==> src/rtl/hazard_scoreboard_if.sv <==
// Decode-side hazard scoreboard signal bundle.
// The master is the decode stage and the slave is the scoreboard.
interface hazard_scoreboard_if #(
    parameter int unsigned AW = 5,
    parameter int unsigned CW = 3
);
    logic          id_valid;
    logic          id_kill;
    logic [AW-1:0] id_rs_addr;
    logic [AW-1:0] id_rt_addr;
    logic          id_rs_used;
    logic          id_rt_used;
    logic [AW-1:0] id_rd_addr;
    logic          id_rd_we;
    logic [CW-1:0] id_lat;
    logic          stall;
    logic          issue;
    logic [1:0]    fwd_rs_sel;
    logic [1:0]    fwd_rt_sel;
    logic          busy;

    modport master (
        output id_valid, id_kill, id_rs_addr, id_rt_addr, id_rs_used, id_rt_used,
               id_rd_addr, id_rd_we, id_lat,
        input  stall, issue, fwd_rs_sel, fwd_rt_sel, busy
    );

    modport slave (
        input  id_valid, id_kill, id_rs_addr, id_rt_addr, id_rs_used, id_rt_used,
               id_rd_addr, id_rd_we, id_lat,
        output stall, issue, fwd_rs_sel, fwd_rt_sel, busy
    );
endinterface

==> src/rtl/hazard_scoreboard.sv <==
// Per-register pending-latency and age scoreboard for decode.
// It produces stall, issue and the operand forward selects.
module hazard_scoreboard #(
    parameter int unsigned NREG      = 32,
    parameter int unsigned AW        = 5,
    parameter int unsigned CW        = 3,
    parameter int unsigned FWD_DEPTH = 2
) (
    input  logic                clk,
    input  logic                rst,
    hazard_scoreboard_if.slave  sb
);
    // An age register one bit wider is needed only when the saturation value (FWD_DEPTH+1) reaches 4.
    localparam int unsigned AGE_W = (FWD_DEPTH >= 3) ? 3 : 2;
    localparam logic [AGE_W-1:0] AGE_SAT = AGE_W'(FWD_DEPTH + 1);
    localparam logic [AGE_W-1:0] AGE_MAX_FWD = AGE_W'(FWD_DEPTH);

    logic [CW-1:0]    cnt_q [NREG];
    logic [AGE_W-1:0] age_q [NREG];

    logic raw, waw, hazard, live, wr_en;
    logic rs_nz, rt_nz, rd_nz;
    logic [AGE_W-1:0] rs_age, rt_age;

    always_comb begin
        rs_nz  = (sb.id_rs_addr != '0);
        rt_nz  = (sb.id_rt_addr != '0);
        rd_nz  = (sb.id_rd_addr != '0);
        raw    = (sb.id_rs_used && rs_nz && (cnt_q[sb.id_rs_addr] != '0)) ||
                 (sb.id_rt_used && rt_nz && (cnt_q[sb.id_rt_addr] != '0));
        waw    = sb.id_rd_we && rd_nz && (cnt_q[sb.id_rd_addr] > sb.id_lat);
        hazard = raw || waw;
        live   = sb.id_valid && !sb.id_kill;
        wr_en  = live && !hazard && sb.id_rd_we && rd_nz;

        sb.stall = live && hazard;
        sb.issue = live && !hazard;

        rs_age = age_q[sb.id_rs_addr];
        rt_age = age_q[sb.id_rt_addr];
        sb.fwd_rs_sel = (rs_nz && (rs_age <= AGE_MAX_FWD)) ? rs_age[1:0] : 2'd0;
        sb.fwd_rt_sel = (rt_nz && (rt_age <= AGE_MAX_FWD)) ? rt_age[1:0] : 2'd0;
    end

    always_comb begin
        sb.busy = 1'b0;
        for (int unsigned r = 1; r < NREG; r++) begin
            if (cnt_q[r] != '0) begin
                sb.busy = 1'b1;
            end
        end
    end

    // Register 0 is never loaded (wr_en requires rd != 0), so it stays idle.
    always_ff @(posedge clk) begin
        for (int unsigned r = 0; r < NREG; r++) begin
            if (!rst) begin
                cnt_q[r] <= '0;
                age_q[r] <= AGE_SAT;
            end else if (wr_en && (sb.id_rd_addr == AW'(r))) begin
                cnt_q[r] <= sb.id_lat;
                age_q[r] <= AGE_W'(1);
            end else begin
                if (cnt_q[r] != '0) begin
                    cnt_q[r] <= cnt_q[r] - CW'(1);
                end
                if (age_q[r] < AGE_SAT) begin
                    age_q[r] <= age_q[r] + AGE_W'(1);
                end
            end
        end
    end
endmodule
==> src/flat_wrapper.sv <==
// flat-port wrapper written by rule: the top's interface ports become plain ports
module hazard_scoreboard_flat 
#(
    parameter int unsigned NREG      = 32,
    parameter int unsigned AW        = 5,
    parameter int unsigned CW        = 3,
    parameter int unsigned FWD_DEPTH = 2
)
  (clk, rst, sb_id_valid, sb_id_kill, sb_id_rs_addr, sb_id_rt_addr, sb_id_rs_used, sb_id_rt_used, sb_id_rd_addr, sb_id_rd_we, sb_id_lat, sb_stall, sb_issue, sb_fwd_rs_sel, sb_fwd_rt_sel, sb_busy);
  hazard_scoreboard_if #(.AW(AW), .CW(CW)) sb_i ();
  input  logic clk;
  input  logic rst;
  input wire logic [$bits(sb_i.id_valid)-1:0] sb_id_valid;
  input wire logic [$bits(sb_i.id_kill)-1:0] sb_id_kill;
  input wire logic [$bits(sb_i.id_rs_addr)-1:0] sb_id_rs_addr;
  input wire logic [$bits(sb_i.id_rt_addr)-1:0] sb_id_rt_addr;
  input wire logic [$bits(sb_i.id_rs_used)-1:0] sb_id_rs_used;
  input wire logic [$bits(sb_i.id_rt_used)-1:0] sb_id_rt_used;
  input wire logic [$bits(sb_i.id_rd_addr)-1:0] sb_id_rd_addr;
  input wire logic [$bits(sb_i.id_rd_we)-1:0] sb_id_rd_we;
  input wire logic [$bits(sb_i.id_lat)-1:0] sb_id_lat;
  output wire logic [$bits(sb_i.stall)-1:0] sb_stall;
  output wire logic [$bits(sb_i.issue)-1:0] sb_issue;
  output wire logic [$bits(sb_i.fwd_rs_sel)-1:0] sb_fwd_rs_sel;
  output wire logic [$bits(sb_i.fwd_rt_sel)-1:0] sb_fwd_rt_sel;
  output wire logic [$bits(sb_i.busy)-1:0] sb_busy;
  assign sb_i.id_valid = sb_id_valid;
  assign sb_i.id_kill = sb_id_kill;
  assign sb_i.id_rs_addr = sb_id_rs_addr;
  assign sb_i.id_rt_addr = sb_id_rt_addr;
  assign sb_i.id_rs_used = sb_id_rs_used;
  assign sb_i.id_rt_used = sb_id_rt_used;
  assign sb_i.id_rd_addr = sb_id_rd_addr;
  assign sb_i.id_rd_we = sb_id_rd_we;
  assign sb_i.id_lat = sb_id_lat;
  assign sb_stall = sb_i.stall;
  assign sb_issue = sb_i.issue;
  assign sb_fwd_rs_sel = sb_i.fwd_rs_sel;
  assign sb_fwd_rt_sel = sb_i.fwd_rt_sel;
  assign sb_busy = sb_i.busy;
  hazard_scoreboard #(.NREG(NREG), .AW(AW), .CW(CW), .FWD_DEPTH(FWD_DEPTH)) u_core (.clk(clk), .rst(rst), .sb(sb_i));
endmodule
==> config.mk <==
export PLATFORM = sky130hd
export DESIGN_NAME = hazard_scoreboard_flat
export DESIGN_NICKNAME = d
export VERILOG_FILES = /design/src/rtl/hazard_scoreboard_if.sv /design/src/rtl/hazard_scoreboard.sv /design/src/flat_wrapper.sv
export SDC_FILE = /design/constraint.sdc
export NUM_CORES = 1
export LEC_CHECK = 0
export BUFFER_PORTS_ARGS = -buffer_cell sky130_fd_sc_hd__buf_2
export CORE_MARGIN = 2
export CORE_UTILIZATION = 35
export DETAILED_ROUTE_END_ITERATION = 16
export PLACE_DENSITY_LB_ADDON = 0.15
export SKIP_CTS_REPAIR_TIMING = 1
export SLEW_MARGIN = 20
export SYNTH_ARGS = -nofsm -noshare
export SYNTH_HDL_FRONTEND = slang
export SYNTH_SLANG_ARGS = --single-unit
export TNS_END_PERCENT = 5
==> constraint.sdc <==
create_clock -name clk -period 8.3 [get_ports clk]
set_clock_uncertainty 0.05 [all_clocks]
set_input_delay 1.66 -clock clk [delete_from_list [all_inputs] [get_ports clk]]
set_output_delay 1.66 -clock clk [all_outputs]
set_load 0.01 [all_outputs]
==> results by group <==
Timing
  • Max-slew violations: 0
  • Setup Viol. Count Final: 0
  • Max Clock Freq: 138 MHz
  • Minimum clock period: 7.25 ns
  • RSZ-0062 raised after global routing: false
  • Slew headroom: 34.5%
  • Worst-Margin Slew: 0.983 ns
  • Final setup TNS: 0 ns
  • Final Hold Viols: 0
  • Period Utilization, post-route: 87.4%

Logic synthesis
  • Post-Syn Area: 0.0132 sq mm
  • Number of synthesized flops with an enable pin: 160
  • XOR/XNOR Fraction of Synth Area: 0%
  • Syn_nets: 1351
  • Async SR Flop Fraction: 0%
  • Syn_area_per_cell: 10.8 sq um
  • FF+latch count, synth: 160
  • Synth warn: 0
  • Compound-Gate Fraction of Synth Area: 4.69%
  • Post-synth top area share: 36.4%
  • Largest cells by area after synthesis: edfxtp_1 (36%), mux4_2 (12%), ha_1 (9.4%)
  • Netlist cell types: 54
  • Largest area contributor in the netlist: edfxtp_1
  • Multiplexer share of the synthesized area: 23.2%
  • Main combinational cell family by area after synthesis: multiplexers
  • Post-synthesis adder-cell area fraction: 9.37%
  • Synthesized instance count: 1227
  • Post-synthesis sequential area ratio: 36.4%
  • Ys flop type: edfxtp_1
  • Simple-gate share of the synthesized area: 21.6%

Detailed routing
  • Post-DR vias/cell: 5.82
  • DRC: 0
  • Aggregate routed wire length: 41.5 mm
  • Via count: 10.1k
  • Pre-Repair DR Iteration Count: 5
  • DRT iter0 DRCs: 1022
  • Routed wire length per instance: 24.0 um
  • Post-route ant nets: 0

Critical path
  • Slowest Stage Delay on Critical Path: 0.68 ns
  • Master of the slowest instance on the critical path: buf_2
  • Cell Chain, Critical Path: buf_2, mux4_2, mux4_2, mux2_2, ha_1, nor2b_1, o21ai_0, a211oi_1, nor2b_1, a311o_2, a21oi_1, buf_2
  • Worst EP required: 6.59 ns
  • Crit start category: input port
  • Register-to-Register Path Depth: 12
  • Critical path class: input port to output pin
  • Worst r2r dst: u_core.cnt_q[25][1]
  • Worst-path fanout max: 32
  • R2r startpoint: u_core.cnt_q[4][1]
  • FF-to-FF setup slack: 3.50 ns
  • WP data arrival: 5.54 ns
  • Setup crit end kind: output pin

Clock network
  • Clock Sinks: 160
  • Max H-tree Level: 4
  • Clk pin slew, worst setup/hold paths: 0.07 ns
  • Deepest clock path buffer count: 2
  • CTS tree: built
  • Root buf cell: clkbuf_16
  • Clock Latency Late Sink: 0.46 ns
  • Cts bufs inserted: 17

Floorplan
  • CORE AREA: 0.0374 sq mm
  • Starting Density: 35.3%
  • Row cnt: 71
  • Die area: 0.0393 sq mm
  • Die H: 198 um
  • Die Width: 198 um
  • Boundary Pins: 32

Placement
  • Final HPWL DP: 30.3 mm
  • Placed inst area: 0.0137 sq mm
  • Placed instance count: 1697
  • Routability cong.: 0.887
  • I/O Buffers: 31

Global routing
  • Grt met3 use: 5.21%
  • Global-route wire length before repair: 62.9 mm
  • GR Util All Layers: 21.9%
  • Grt met2 use: 33.1%
  • Vias in the first global route: 9808
  • Total congestion overflow: 0
  • GR peak layer: met2
  • Met1 Use GR: 30.9%
  • Initial antenna violation count: 4
  • Largest net degree at the start of global routing: 80

Finish
  • Multi-input gate area: 0.00777 sq mm
  • Non-Filler Instances: 1732
  • Share of post-route cells with drive strength above 1: 16.7%
  • Layout fillers: 3658
  • Area Overhead vs Synth: 8.21%
  • Final net count: 1329
  • Fin area: 0.0143 sq mm
  • Register area: 0.00480 sq mm

Min path
  • Hold path cells: 1
  • Hold endpoint: u_core.age_q[7][0]
  • Critical hold path startpoint: u_core.age_q[7][0]
  • Worst min path class: flop to flop

Pwr
  • Pleak: 0.00557 uW
  • Power Dens Cells: 278 mW/mm^2
  • Worst VDD drop: 0.138 mV

Run status
  • Status: finished, final reports clean

Flow run
  • # Max-Cap Violations: 0
[power breakdown]
| group | internal [uW] | switching, uW |
|---|---|---|
| logic | 774 | 885 |
| registers | 1220 | 329 |
| clock network | 411 | 360 |
[critical path, delay by kind of cell]
family	cells	cell delay (ns)
and+or+nand+nor	2	0.25
AOI/OAI and AO/OA	4	1.14
buffers and inverters	2	0.83
adders and majority gates	1	0.28
muxes	3	1.36
[flip-flops by register name, indices dropped and copies added, names as in the netlist]
register and count:
u_core.cnt_q 96, u_core.age_q 64
[layout make-up]
class	count	area share, %
inverters	75	1.97
clock buffers	18	3.00
flip-flops and latches	160	33.6
multi-input cells	909	54.4
well taps	511	4.47
repair buffers	42	1.71
clock inverters	14	0.840
diodes	3	0.0525
[through the flow]
step	setup WS, ns	hold WS (ns)	utilization (%)	total power, uW
2_1_floorplan	1.08	0.543	-	2690
3_3_place_gp	1.13	0.586	36.7	3180
3_5_place_dp	1.00	0.585	36.7	3200
4_1_cts	1.01	0.600	38.2	3980
5_1_grt	0.746	0.632	38.2	4260
6_report	1.05	0.599	38.2	3980
[cells in the mapped netlist (all sizes together), types with 26 or more instances]
| library cell | instances |
|---|---|
| nand3b | 37 |
| inv | 74 |
| mux4 | 68 |
| nand2 | 50 |
| and3 | 30 |
| mux2 | 31 |
| nand3 | 104 |
| nand4b | 26 |
| edfxtp | 160 |
| nor3 | 54 |
| clkbuf | 52 |
| mux2i | 118 |
| nand2b | 36 |
| nor2 | 87 |
| ha | 99 |
| buf | 31 |
| o21ai | 37 |
[cells by family (layout without fill, tap and decap cells)]
family | after synthesis | in the layout
buffers and inverters | 158 | 149
DFF | 160 | 160
other | 0 | 3
AOI/OAI and AO/OA | 92 | 92
muxes | 217 | 217
adders and majority gates | 99 | 99
and+or+nand+nor | 501 | 501
[routing by layer]
metal  share of wire (%)  routed length [um]
met4                 2.4                1000
met1                  46               19000
met3                 8.0                3310
met2                  44               18100
met5               0.031                  13
[worst max path at each step]
stage / from / slack, ns / end
2_1_floorplan: sb_id_rd_addr[0] / 1.08 / sb_stall
3_3_place_gp: sb_id_rd_addr[0] / 1.13 / sb_stall
3_5_place_dp: sb_id_rd_addr[0] / 1.00 / sb_stall
4_1_cts: sb_id_rd_addr[0] / 1.01 / sb_stall
5_1_grt: sb_id_rd_addr[0] / 0.75 / sb_stall
6_report: sb_id_rd_addr[0] / 1.05 / sb_stall
[layout by cell type, fill, tap and decap left out, types with 3 or more instances in the layout]
cell type	n
edfxtp_1	160
mux2i_1	118
ha_1	99
nand3_1	87
nor2_1	84
inv_1	74
mux4_2	68
nor3_1	54
nand2_1	50
nand3b_1	37
nand2b_1	36
o21ai_0	36
mux2_2	31
and3_1	30
buf_2	30
nand4b_1	26
nor2b_1	25
nand3_2	17
clkbuf_16	17
nor4_1	13
a21oi_1	12
or3b_1	11
buf_4	11
o221ai_1	8
o211ai_1	8
or3_1	7
nand4_1	6
o22ai_1	5
clkinv_4	5
a311o_1	4
clkinv_2	4
diode_2	3
or2_2	3
nor3b_1	3
a311oi_1	3
or4_1	3
or3b_2	3
nor2_2	3
clkinvlp_4	3
No activity file was read; power rests on OpenSTA's default activity.
